<file path="src/rtl/mem_access_unit_pkg.sv">
// rtl/mem_access_unit_pkg.sv - shared access-size types, strobe type and size helpers
package mem_access_unit_pkg;

  typedef enum logic [2:0] {
    MSIZE1 = 3'd0,
    MSIZE2 = 3'd1,
    MSIZE4 = 3'd2,
    MSIZE8 = 3'd3
  } msize_t;

  typedef logic [7:0] strobe_t;

  function automatic strobe_t size_mask(input msize_t size);
    case (size)
      MSIZE1:  size_mask = 8'h01;
      MSIZE2:  size_mask = 8'h03;
      MSIZE4:  size_mask = 8'h0F;
      MSIZE8:  size_mask = 8'hFF;
      default: size_mask = 8'h00;
    endcase
  endfunction

  function automatic logic is_misaligned(input msize_t size, input logic [2:0] lo);
    case (size)
      MSIZE2:  is_misaligned = lo[0];
      MSIZE4:  is_misaligned = |lo[1:0];
      MSIZE8:  is_misaligned = |lo;
      default: is_misaligned = 1'b0;
    endcase
  endfunction

endpackage

</file>
<file path="src/rtl/mem_access_unit_load_extend.sv">
// rtl/mem_access_unit_load_extend.sv - lane shift, size select and sign/zero extension of load data
module load_extend
  import mem_access_unit_pkg::*;
#(
  parameter int DATA_W = 64
) (
  input  logic [DATA_W-1:0] raw,
  input  logic [2:0]        offset,
  input  msize_t            size,
  input  logic              zeroext,
  output logic [DATA_W-1:0] result
);

  logic [DATA_W-1:0] shifted;

  assign shifted = raw >> {offset, 3'b000};

  always_comb begin
    result = shifted;
    case (size)
      MSIZE1:  result = {{(DATA_W-8){~zeroext & shifted[7]}}, shifted[7:0]};
      MSIZE2:  result = {{(DATA_W-16){~zeroext & shifted[15]}}, shifted[15:0]};
      MSIZE4:  result = {{(DATA_W-32){~zeroext & shifted[31]}}, shifted[31:0]};
      default: result = shifted;
    endcase
  end

endmodule

</file>
<file path="src/rtl/mem_access_unit.sv">
// rtl/mem_access_unit.sv - memory-stage bus request/response sequencer with load/store lane handling
// Optional MEM_MISALIGN_CHECK_EN adds err and completes misaligned accesses without a bus request.
module mem_access_unit
  import mem_access_unit_pkg::*;
#(
  parameter int ADDR_W = 64,
  parameter int DATA_W = 64
) (
  input  logic              clk,
  input  logic              reset,
  input  logic              in_valid,
  input  logic              memread,
  input  logic              memwrite,
  input  logic [2:0]        memsize,
  input  logic              zeroextwb,
  input  logic [ADDR_W-1:0] addr,
  input  logic [DATA_W-1:0] wdata,
  output logic              stall,
  output logic              out_valid,
  output logic [DATA_W-1:0] rdata,
  output logic              dreq_valid,
  output logic [ADDR_W-1:0] dreq_addr,
  output logic [2:0]        dreq_size,
  output logic [7:0]        dreq_strobe,
  output logic [DATA_W-1:0] dreq_data,
  input  logic              dresp_data_ok,
  input  logic [DATA_W-1:0] dresp_data
`ifdef MEM_MISALIGN_CHECK_EN
  ,
  output logic              err
`endif
);

  typedef enum logic [1:0] {IDLE, BUSY, DONE} mau_state_t;

  mau_state_t        state_q, state_d;
  logic [ADDR_W-1:0] req_addr_q;
  msize_t            req_size_q;
  strobe_t           req_strobe_q;
  logic [DATA_W-1:0] req_data_q;
  logic              req_write_q;
  logic              req_zext_q;
  logic [2:0]        req_off_q;
  logic [DATA_W-1:0] rdata_q;
  logic [DATA_W-1:0] load_result;
  logic              mem_op;
  logic              accept;
  logic              misaligned;
  msize_t            in_size;

  assign in_size = msize_t'(memsize);
  assign mem_op  = memread | memwrite;
  assign accept  = (state_q == IDLE) && in_valid && mem_op;

`ifdef MEM_MISALIGN_CHECK_EN
  logic err_q;
  assign misaligned = is_misaligned(in_size, addr[2:0]);
  assign err        = (state_q == DONE) && err_q;
`else
  assign misaligned = 1'b0;
`endif

  always_comb begin
    state_d   = state_q;
    stall     = 1'b0;
    out_valid = 1'b0;
    case (state_q)
      IDLE: begin
        if (in_valid) begin
          if (mem_op) begin
            stall   = 1'b1;
            state_d = misaligned ? DONE : BUSY;
          end else begin
            out_valid = 1'b1;
          end
        end
      end
      BUSY: begin
        stall = 1'b1;
        if (dresp_data_ok) state_d = DONE;
      end
      DONE: begin
        out_valid = 1'b1;
        state_d   = IDLE;
      end
      default: state_d = IDLE;
    endcase
    // Combinational handshake outputs stay quiet while reset is held.
    if (reset) begin
      stall     = 1'b0;
      out_valid = 1'b0;
    end
  end

  load_extend #(.DATA_W(DATA_W)) u_load_extend (
    .raw     (dresp_data),
    .offset  (req_off_q),
    .size    (req_size_q),
    .zeroext (req_zext_q),
    .result  (load_result)
  );

  always_ff @(posedge clk or posedge reset) begin
    if (reset) begin
      state_q      <= IDLE;
      req_addr_q   <= '0;
      req_size_q   <= MSIZE1;
      req_strobe_q <= '0;
      req_data_q   <= '0;
      req_write_q  <= 1'b0;
      req_zext_q   <= 1'b0;
      req_off_q    <= '0;
      rdata_q      <= '0;
`ifdef MEM_MISALIGN_CHECK_EN
      err_q        <= 1'b0;
`endif
    end else begin
      state_q <= state_d;
      if (accept) begin
        // A request with both memread and memwrite is handled as a store.
        req_addr_q   <= addr;
        req_size_q   <= in_size;
        req_write_q  <= memwrite;
        req_zext_q   <= zeroextwb;
        req_off_q    <= addr[2:0];
        req_strobe_q <= memwrite ? strobe_t'(size_mask(in_size) << addr[2:0]) : '0;
        req_data_q   <= memwrite ? (wdata << {addr[2:0], 3'b000}) : '0;
        if (misaligned) rdata_q <= '0;
`ifdef MEM_MISALIGN_CHECK_EN
        err_q        <= misaligned;
`endif
      end
      if (state_q == BUSY && dresp_data_ok) begin
        rdata_q <= req_write_q ? '0 : load_result;
      end
    end
  end

  assign dreq_valid  = (state_q == BUSY);
  assign dreq_addr   = req_addr_q;
  assign dreq_size   = req_size_q;
  assign dreq_strobe = req_strobe_q;
  assign dreq_data   = req_data_q;
  assign rdata       = (state_q == IDLE && in_valid && !mem_op) ? '0 : rdata_q;

endmodule

</file>
<file path="config.mk">
export PLATFORM = sky130hd
export DESIGN_NAME = mem_access_unit
export DESIGN_NICKNAME = d
export VERILOG_FILES = /design/src/rtl/mem_access_unit_pkg.sv /design/src/rtl/mem_access_unit_load_extend.sv /design/src/rtl/mem_access_unit.sv
export SDC_FILE = /design/constraint.sdc
export NUM_CORES = 1
export LEC_CHECK = 0
export ABC_AREA = 0
export BUFFER_PORTS_ARGS = -buffer_cell sky130_fd_sc_hd__buf_2
export CORE_MARGIN = 3
export CORE_UTILIZATION = 51
export CTS_CLUSTER_DIAMETER = 200
export CTS_CLUSTER_SIZE = 12
export DETAILED_ROUTE_END_ITERATION = 16
export PLACE_DENSITY = 0.93
export SKIP_CTS_REPAIR_TIMING = 1
export SLEW_MARGIN = 25
export SYNTH_ARGS = -nofsm -noshare
export SYNTH_HDL_FRONTEND = slang
export SYNTH_SLANG_ARGS = --single-unit
export TNS_END_PERCENT = 100
</file>
<file path="constraint.sdc">
create_clock -name clk -period 9.41 [get_ports clk]
set_input_delay 1.4115 -clock clk [delete_from_list [all_inputs] [get_ports clk]]
set_output_delay 1.4115 -clock clk [all_outputs]
set_load 0.01 [all_outputs]
</file>
# Word-level counts from Yosys, hierarchy flattened

Cells that the tools add are included.

Bitwise gates (word level): 5
Reductions and logical operators: 9
Multiplexer cells: 19
Eq/ne operators: 10
Shifts and indexed selects: 3

Operators by type and width:

| kind                 | number |
|---|---|
| $mux W64             | 3 |
| $pmux W64 S3         | 1 |
| $shl A64 B6 Y64      | 1 |
| $shr A64 B6 Y64      | 1 |
| $pmux W8 S4          | 1 |
| $mux W8              | 2 |
| $eq A3 B2 Y1 const B | 3 |
| $shl A8 B3 Y8        | 1 |
| $eq A3 B1 Y1 const B | 2 |
| $logic_not A3 Y1     | 2 |
| $mux W1              | 6 |
| $mux W2              | 3 |
| $logic_and A1 B1 Y1  | 4 |
| $ne A2 B2 Y1 const B | 2 |
| $pmux W1 S2          | 2 |
| $pmux W2 S2          | 1 |
| $and A1 B1 Y1        | 3 |
| $reduce_and A3 Y1    | 1 |
| $eq A2 B1 Y1 const B | 1 |
| $eq A2 B2 Y1 const B | 1 |
| $logic_not A2 Y1     | 1 |
| $ne A2 B1 Y1 const B | 1 |
| $logic_not A1 Y1     | 1 |
| $not A1 Y1           | 1 |
| $or A1 B1 Y1         | 1 |

Input bits: 202
Logic and storage cells: 55
Bits in registers: 210
Output and inout port bits: 206

# Logic depth before layout (Yosys ltp)

Gate-level depths: netlist of the first run.

Depth in word-level cells: 6
Depth in mapped cells: 8
Mapped depth without buffers: 5

# Cells and area by module

From an unflattened synthesis of the first run, not the netlist that was laid out.

Cells, all modules: 1,257
Area total of the unflattened synthesis: 12,532.0 sq um

By module, submodules not included:

| module          | area an instance (sq um) | instances | sequential area each (sq um) | cells an instance |
|---|---|---|---|---|
| mem_access_unit | 10,282.4                 | 1         | 5,180.0                      | 940 |
| load_extend     | 2,249.7                  | 1         | 0.0                          | 317 |

# Worst setup path before layout of the first run

OpenSTA, ideal clock, no wires.

Path kind: in2out
Start: input in_valid
End: output rdata[10]
Cell stages on the path: 4
Data arrival time: 2,170 ps
Buffers on the path: 1
Data required time: 7,998 ps
Setup slack: 5,829 ps
Cells stage by stage: and2_0 -> nand2_1 -> clkbuf_1 -> and2_1

Longest elaborated chain between the ends: 3

RTL lines:

| element                           | RTL line               | source |
|---|---|---|
| from (decl)                       | mem_access_unit.sv:11  | `input logic in_valid,` |
| $logic_and A1 B1 Y1 (2 in series) | mem_access_unit.sv:144 | `assign rdata = (state_q == IDLE && in_valid && !mem_op) ? '0 : rdata_q;` |
| $mux W64                          | mem_access_unit.sv:144 |  |
| to (decl)                         | mem_access_unit.sv:20  | `output logic [DATA_W-1:0] rdata,` |

Every way passes these cells.

# Final worst setup path of the first run

Start: input memwrite
End: output rdata[13]

Longest elaborated chain between the ends: 4

RTL lines:

| element             | RTL line               | source |
|---|---|---|
| from (decl)         | mem_access_unit.sv:13  | `input logic memwrite,` |
| $or A1 B1 Y1        | mem_access_unit.sv:52  | `assign mem_op = memread \| memwrite;` |
| $logic_not A1 Y1    | mem_access_unit.sv:144 |  |
| $logic_and A1 B1 Y1 | mem_access_unit.sv:144 |  |
| $mux W64            | mem_access_unit.sv:144 |  |

Every way passes these cells.

==> results of run 1 <==
-- power by group through the flow --
stage | sequential (uW) | combinational, uW | clock, uW
after floorplan | 1370 | 974 | 0
after global placement | 1350 | 1510 | 0
after detailed placement | 1350 | 1550 | 0
after CTS | 1350 | 1560 | 754
after global routing | 1380 | 1710 | 787
final | 1350 | 1560 | 739
-- state kept, by name, summed over array words and instances (netlist names) --
signal and count:
dreq_addr 64, dreq_data 64, rdata_q 64, dreq_strobe 8
dreq_size 3, state_q 2, req_write_q 1, req_zext_q 1
-- metal layers --
| layer | global-route usage, % | routed length, um | up-vias |
|---|---|---|---|
| met5 | 0 | 32 | - |
| met4 | 15.6 | 2320 | 4 |
| met3 | 6.20 | 4280 | 131 |
| met2 | 50.0 | 19400 | 748 |
| met1 | 39.1 | 14800 | 5575 |
| li1 | - | - | 5125 |
-- cells in the mapped netlist (2+ instances only) --
cell type  number
a31oi_1        10
buf_2          19
inv_1          13
nor2b_1        20
nor2_1         36
o21ai_1         3
nand3b_1        8
o41ai_1         2
a22oi_1        18
nand2_1       323
o221ai_1        3
o21ai_2         5
mux4_2         38
a211o_1         5
a21oi_1        30
and2_0          3
and3_1          4
or2_2           3
o31ai_2         5
buf_6           5
nor3b_2         2
o22a_1          2
a2bb2oi_1      11
a211oi_1       25
o31ai_1         3
mux2_2         17
o21ai_0       113
o22ai_1        16
dfrtp_1       207
buf_4           7
and2_1         74
o2bb2ai_1       4
buf_1          11
mux2i_1        82
nor3_1          6
clkbuf_1       61
nand2b_1        5
a22o_1         46
-- cells by family after synthesis --
kind of cell	share of synthesized area, %
multiplexers	15.8
AND/OR/NAND/NOR	18.6
flip-flops	43.6
AO/OA/AOI/OAI	17.5
buffers and inverters	4.43
-- worst min-delay path: stages, from the launching register on --
cell     delay [ns]
dfrtp_1        0.33
nand2_1        0.05
nand2_1        0.06
-- cell type report --
cell class | count | share of cell area [%]
clock buffer | 22 | 3.64
timing repair buffer | 422 | 14.8
tap | 313 | 2.69
inverter | 14 | 0.413
clock inverter | 2 | 0.138
antenna | 9 | 0.155
sequential | 207 | 35.6
multi-input combinational | 939 | 42.6
-- per-stage QoR --
| step | cells | utilization, % | hold WS, ns | area, um^2 | power (uW) |
|---|---|---|---|---|---|
| after global placement | 1895 | 61.4 | 0.453 | 14000 | 2860 |
| after floorplan | 1263 | - | 0.438 | 11900 | 2340 |
| after CTS | 1919 | 63.8 | 0.471 | 14500 | 3660 |
| final | 1928 | 63.9 | 0.468 | 14600 | 3650 |
| after detailed placement | 1895 | 61.4 | 0.456 | 14000 | 2900 |
| after global routing | 1926 | 63.9 | 0.494 | 14600 | 3870 |
-- worst max path at each step --
stage,startpoint,end,slack [ns],cells after the start
2_1_floorplan,reset,dreq_addr[0],2.35,1
3_3_place_gp,memwrite,rdata[26],5.31,6
3_5_place_dp,memwrite,rdata[13],5.26,6
4_1_cts,memwrite,rdata[13],5.25,6
5_1_grt,in_valid,rdata[13],5.15,6
6_report,memwrite,rdata[13],5.24,6
==> flow_summary.yaml, run 1 <==
placement:
  dp_hpwl_um: 29400
  io_buffers: 407
  post-place-ws_ns: 5.26
  gp_congestion: 0.941
setup_path:
  cp.required_ns: 8.00
  arrival_ns: 2.76
  cp-start-kind: "input pin"
  cp_num_buf_inv: 3
  crit_family: "simple AND/OR/NAND/NOR gates"
  critPathMaxStageDelay_ns: 0.39
  r2r_start: "dreq_addr[0]"
  path_cells: "buf_2, nor2_1, nand2_1, buf_4, and2_1, buf_2"
  crit_slowest_cell: "nor2_1"
  r2r_slack_ns: 6.23
  crit_type: "input pin to output pin"
  end_kind: "output pin"
  crit_path_max_fanout: 64
  r2r-end: "rdata_q[38]"
  cpMostUsedCell: "buf_2"
  rr_worst_depth: 7
logic_synthesis:
  ys.flop_type: "dfrtp_1"
  synth_area_mm2: 0.0119
  synth.avg_cell_area_um2: 9.41
  synth_top_area_cell: "dfrtp_1"
  ys_top_cells_by_area: "dfrtp_1 44%, nand2_1 10%, mux4_2 7.2%, mux2i_1 6.9%, o21ai_0 4.8%"
  syn-num-nets: 1465
  synth_seq_cells: 207
  synth-seq-area-share_pct: 43.6
  synth.top_cell.area_share_pct: 43.6
  synth_cell_types: 56
  synth-edff-count: 0
  ys.warnings.count: 0
  syn_inst: 1263
  synthArstFlopShare_pct: 100
outcome:
  status: "finished, final reports clean"
floorplan:
  core_mm2: 0.0228
  rows: 55
  fp.dieW_um: 159
  die_y_um: 159
  ioPinCount: 408
  initial_core_util_pct: 52.2
  dieArea_mm2: 0.0252
routing:
  via_per_inst: 6.01
  vias: 11600
  drt-wirelength-per-cell_um: 21.2
  drcViolationCount: 0
  firstDrtPassIters: 5
  drt_iter0_markers: 1204
  final_antenna_net_count: 0
  routed_wirelength_um: 40900
finish:
  fill_cells: 1832
  final_cell_mix: "406 x buf_2, 322 x nand2_1, 205 x dfrtp_1"
  seq_area_mm2: 0.00518
  syn_to_final_growth_pct: 22.5
  final_common_cell: "buf_2"
  final_nets: 1807
  drive_gt1_share_pct: 33.0
  multi_input_area_mm2: 0.00620
clocking:
  root_buffer: "clkbuf_16"
  worstSkewPairLatency_ns: 0.50
  cts.sinks: 207
  clockBufferDepth: 3
  htree_num_levels: 1
  clk_pin_slew_worst_paths_ns: 0.06
  cts_tree: "built"
  cts_made_buffers: 21
global_routing:
  grt_max_degree: 135
  grt_pass1_vias: 10800
  grt_antenna_before_repair: 11
  grt_use_total_pct: 30.7
  grt_pass1_wl_um: 60300
  globalRouteOverflowTotal: 0
pwr:
  pwr-share-clk_pct: 20.2
  p_int_uw: 2220
  leakage_uw: 0.00742
  p_sw_uw: 1440
  power.density_mw_per_mm2: 251
  p_comb_share_pct: 42.8
  irDropWorstVdd_mv: 0.138
  power.share.switching_pct: 39.4
  p_seq_share_pct: 37.0
min_path:
  min_from: "dreq_addr[3]"
  hold_path.class: "flop to flop"
  whs_path_depth: 2
  min_to: "dreq_addr[3]"
sta:
  finalSetupViolations: 0
  tightestPinTransition_ns: 0.986
  rsz0062_at_grt: "no"
  post-route-period-util_pct: 44.3
  setup_tns_ns: 0
  skew_ns: 0.0205
  worst_slack_ns: 5.24
  max_freq_ghz: 0.240
  maxSlewViolCount: 0
  hold_viol: 0
  maxSlewHeadroom_pct: 34.0
  period_needed_ns: 4.17
run:
  cap_violations: 0
Power figures use the tool's default switching activity.
==> inputs of run 2 (changes only) <==
--- a/config.mk
+++ b/config.mk
@@ -5,7 +5,7 @@
 export SDC_FILE = /design/constraint.sdc
 export NUM_CORES = 1
 export LEC_CHECK = 0
-export ABC_AREA = 0
+export ABC_AREA = 1
 export BUFFER_PORTS_ARGS = -buffer_cell sky130_fd_sc_hd__buf_2
 export CORE_MARGIN = 3
 export CORE_UTILIZATION = 51
==> constraint.sdc (replaced) <==
create_clock -name clk -period 4.25 [get_ports clk]
set_input_delay 0.6375 -clock clk [delete_from_list [all_inputs] [get_ports clk]]
set_output_delay 0.6375 -clock clk [all_outputs]
set_load 0.01 [all_outputs]
==> flow_summary.yaml, run 2 <==
outcome:
  status: "finished, final reports clean"
floorplan:
  fp.dieW_um: 158
  die_y_um: 158
  core_mm2: 0.0227
  rows: 55
  dieArea_mm2: 0.0250
  initial_core_util_pct: 52.0
  ioPinCount: 408
sta:
  max_freq_ghz: 0.345
  maxSlewViolCount: 0
  post-route-period-util_pct: 68.3
  period_needed_ns: 2.90
  rsz0062_at_grt: "no"
  skew_ns: 0.0159
  hold_viol: 0
  finalSetupViolations: 0
  maxSlewHeadroom_pct: 43.0
  tightestPinTransition_ns: 0.854
  setup_tns_ns: 0
finish:
  final_nets: 2270
  final_common_cell: "nand2_1"
  utilization_pct: 63.6
  syn_to_final_growth_pct: 22.3
  final_cell_mix: "783 x nand2_1, 407 x buf_2, 206 x dfrtp_1"
  fin_cells: 2355
  drive_gt1_share_pct: 23.5
setup_path:
  crit_slowest_cell: "nor3_4"
  cp.required_ns: 3.61
  r2r-end: "rdata_q[36]"
  cp-start-kind: "flop"
  end_kind: "output pin"
  rr_worst_depth: 11
  crit_type: "flop to output pin"
  r2r_slack_ns: 1.52
  crit_path_max_fanout: 42
  cp_num_buf_inv: 2
  r2r_start: "dreq_addr[0]"
  crit_family: "simple AND/OR/NAND/NOR gates"
  arrival_ns: 2.27
  cp-startpoint: "state_q[0]"
  critPathMaxStageDelay_ns: 0.44
  path_cells: "or2_1, nor3_4, inv_4, a21oi_1, buf_2"
min_path:
  hold_path.class: "input pin to async pin"
clocking:
  htree_num_levels: 1
  clk_pin_slew_worst_paths_ns: 0.06
  cts_tree: "built"
  clockBufferDepth: 3
  worstSkewPairLatency_ns: 0.51
  cts.sinks: 207
  cts_made_buffers: 21
  root_buffer: "clkbuf_16"
global_routing:
  grt_pass1_wl_um: 62700
  grt_max_degree: 101
  globalRouteOverflowTotal: 0
  grt_use_total_pct: 31.5
  grt_pass1_vias: 11900
  grt_antenna_before_repair: 2
placement:
  post-place-cells: 2330
  gp_congestion: 0.973
  io_buffers: 407
  dp_hpwl_um: 30400
logic_synthesis:
  synthArstFlopShare_pct: 100
  ys_top_cells_by_area: "dfrtp_1 44%, nand2_1 25%, o21ai_0 7.2%, nand3_1 5.0%, inv_1 3.3%"
  yosysMostFrequentCell: "nand2_1"
  synth_top_area_cell: "dfrtp_1"
  ys.warnings.count: 0
  synth.top_cell.area_share_pct: 43.8
  syn-num-nets: 1940
  synth.avg_cell_area_um2: 6.80
  ys.flop_type: "dfrtp_1"
  synth_common_cells: "785 x nand2_1, 207 x dfrtp_1, 169 x o21ai_0"
  synth_cell_types: 29
  synth_seq_cells: 207
  synth_area_mm2: 0.0118
  synth-edff-count: 0
  synth-seq-area-share_pct: 43.8
  syn_inst: 1738
pwr:
  power.density_mw_per_mm2: 568
  leakage_uw: 0.00862
  irDropWorstVdd_mv: 0.279
  power_uw: 8210
routing:
  drt_iter0_markers: 1522
  drt-wirelength-per-cell_um: 17.6
  drcViolationCount: 0
  vias: 13100
  firstDrtPassIters: 8
  routed_wirelength_um: 41400
  final_antenna_net_count: 0
  via_per_inst: 5.55
run:
  cap_violations: 0
==> run 2: cell count changes in the layout (fill, tap and decap cells not counted), moves of 18 or more <==
cell | before | now
nand2_1 | 322 | 783
mux4_2 | 38 | 0
mux2i_1 | 82 | 9
a21oi_1 | 29 | 52
a22o_1 | 46 | 20
nor2b_1 | 20 | 0
a22oi_1 | 18 | 0
o21ai_1 | 3 | 25
inv_1 | 12 | 102
nand3_1 | 1 | 119
and2_1 | 74 | 0
o21ai_0 | 113 | 169
nor2_1 | 35 | 60
a211oi_1 | 25 | 0
==> run 2: worst max path at each step <==
stage | endpoint | depth (start not counted) | slack, ns
after CTS | stall | 5 | 1.32
after global routing | stall | 5 | 1.16
after detailed placement | dreq_data[44] | 7 | 1.59
after global placement | stall | 6 | 1.69
after floorplan | dreq_addr[0] | 1 | 0.93
final | stall | 5 | 1.35
==> run 2: kinds of logic (layout without fill, tap and decap cells) <==
logic type	after synthesis	in the layout	share of synthesized area, %
other	0	1	0
muxes	9	9	0.763
AOI/OAI and AO/OA	299	299	13.9
DFF	207	207	43.8
and+or+nand+nor	990	990	33.4
buffers and inverters	233	564	8.03
==> run 2: per-stage QoR <==
step / cell area [um^2] / setup slack (ns) / hold slack [ns]
6_report: 14500 / 1.35 / 0.307
5_1_grt: 14500 / 1.16 / 0.334
3_3_place_gp: 13900 / 1.69 / 0.447
3_5_place_dp: 13900 / 1.59 / 0.454
2_1_floorplan: 11800 / 0.926 / 0.443
4_1_cts: 14400 / 1.32 / 0.319
==> run 2: power breakdown <==
group,internal (uW),switching (uW),total (uW),leakage (uW)
clock network,884,743,1630,0.000271
registers,2570,424,2990,0.00268
logic,1230,2360,3590,0.00566
total,4680,3530,8210,0.00862
==> run 2: worst register-to-register path, stage by stage, from the launching register on <==
cell and delay [ns]:
dfrtp_1 0.78, inv_2 0.40, nand2_1 0.19, nand3_1 0.11, nand3_1 0.14, nand2_2 0.09, nand2_4 0.13, nand2_2 0.12
inv_2 0.17, nand2_4 0.23, nand3_1 0.18, nand2_1 0.07
==> run 2: layer usage <==
metal,vias to the layer above,share of wire [%],track usage (%)
met1,6014,39,41.3
met5,-,0,0
met2,741,46,49.0
met4,0,5.6,15.4
met3,143,10,7.57
li1,6171,-,-
==> run 2: final cells by class <==
class / count / area (um^2)
fill: 2011 / 8260
clock inverter: 2 / 20.0
sequential: 207 / 5180
timing repair buffer: 429 / 2240
clock buffer: 22 / 529
tap: 285 / 357
multi-input combinational: 1298 / 5700
inverter: 111 / 423
antenna: 1 / 2.50
==> inputs of run 3 (changes only) <==
==> constraint.sdc (replaced) <==
create_clock -name clk -period 2.9 [get_ports clk]
set_input_delay 0.435 -clock clk [delete_from_list [all_inputs] [get_ports clk]]
set_output_delay 0.435 -clock clk [all_outputs]
set_load 0.01 [all_outputs]
==> flow_summary.yaml, run 3 (synthesized netlist as in run 2, its figures left out) <==
finish:
  drive_gt1_share_pct: 23.9
  final_nets: 2284
  fin_cells: 2369
  syn_to_final_growth_pct: 23.4
  final_common_cell: "nand2_1"
  design_area_mm2: 0.0146
  utilization_pct: 64.2
  final_cell_mix: "783 x nand2_1, 407 x buf_2, 206 x dfrtp_1"
routing:
  wirelength_met1_um: 16700
  via_per_inst: 5.57
  drt-wirelength-per-cell_um: 18.2
  vias: 13200
  routed_wirelength_um: 43000
  firstDrtPassIters: 5
  drcViolationCount: 0
  final_antenna_net_count: 0
  top_layer_used: "met5"
  wl_met3_um: 4570
  drt_iter0_markers: 1611
  route.met2.wl_um: 19800
global_routing:
  globalRouteOverflowTotal: 0
  grt_pass1_wl_um: 65200
  grt_use_total_pct: 32.9
  grt_pass1_vias: 12100
  grt_max_degree: 96
  grt_antenna_before_repair: 2
setup_path:
  crit_type: "flop to output pin"
  r2r_slack_ns: 0.73
  crit_slowest_cell: "dfrtp_1"
  crit_path_max_fanout: 59
  arrival_ns: 2.03
  path_cells: "or2_1, nor2_1, nand2_2, buf_12, a21oi_1, buf_2"
  cp_num_buf_inv: 2
  crit_family: "simple AND/OR/NAND/NOR gates"
  cp-start-kind: "flop"
  cp.required_ns: 2.47
  critPathMaxStageDelay_ns: 0.37
  end_kind: "output pin"
pwr:
  leakage_uw: 0.00869
  power.density_mw_per_mm2: 830
  irDropWorstVdd_mv: 0.358
floorplan:
  ioPinCount: 408
  dieArea_mm2: 0.0250
  fp.dieW_um: 158
  die_y_um: 158
  initial_core_util_pct: 52.0
  rows: 55
  core_mm2: 0.0227
clocking:
  clk_pin_slew_worst_paths_ns: 0.06
  cts_made_buffers: 21
  clockBufferDepth: 3
  worstSkewPairLatency_ns: 0.51
  cts.sinks: 207
  htree_num_levels: 1
  cts_tree: "built"
  root_buffer: "clkbuf_16"
sta:
  finalSetupViolations: 0
  hold_viol: 0
  hold_ws_ns: 0.131
  maxSlewViolCount: 0
  skew_ns: 0.0153
  worst_slack_ns: 0.435
  maxSlewHeadroom_pct: 40.3
  tightestPinTransition_ns: 0.890
  period_needed_ns: 2.47
  max_freq_ghz: 0.406
  post-route-period-util_pct: 85.0
  rsz0062_at_grt: "no"
min_path:
  hold_path.class: "input pin to flop"
placement:
  gp_congestion: 1.03
  post-place-cells: 2343
  dp_hpwl_um: 32000
  io_buffers: 407
  place_area_mm2: 0.0140
  post-place-ws_ns: 0.620
outcome:
  status: "finished, final reports clean"
run:
  cap_violations: 0
[run 3: cell type report]
class | instances | area, um^2
fill | 2020 | 8130
clock inverter | 2 | 20.0
timing repair buffer | 443 | 2370
inverter | 111 | 423
clock buffer | 22 | 529
antenna | 1 | 2.50
tap | 285 | 357
sequential | 207 | 5180
multi-input combinational | 1298 | 5700
[run 3: tightest hold or removal path, stage by stage]
cell	delay, ns
buf_2	0.07
nand2_1	0.04
nand2_1	0.05
[run 3: final timing paths]
| path | to | cells past startpoint | from |
|---|---|---|---|
| max | out_valid | 6 | state_q[0] |
| min | dreq_addr[17] | 3 | addr[17] |
| max reg2reg | rdata_q[38] | 7 | dreq_addr[0] |
| min reg2reg | dreq_addr[63] | 2 | dreq_addr[63] |
| max in group asynchronous | dreq_data[30] | 4 | reset |
| min in group asynchronous | rdata_q[28] | 3 | reset |
[run 3: power by group]
group | internal, uW | switching (uW) | leakage [uW]
logic | 1840 | 3520 | 0.00574
registers | 3760 | 588 | 0.00268
clock network | 1300 | 1090 | 0.000271
[run 3: routing by layer]
metal | global-route usage [%] | up-vias
met3 | 6.67 | 114
met2 | 52.8 | 829
met4 | 12.6 | 2
met1 | 44.2 | 6054
li1 | - | 6204
met5 | 0 | -
[run 3: stage by stage]
step                setup TNS, ns  total power [uW]
CTS                             0             12100
global route                    0             13000
floorplan                  -45.80              7570
global placement                0              9510
finish                          0             12100
detailed placement              0              9640
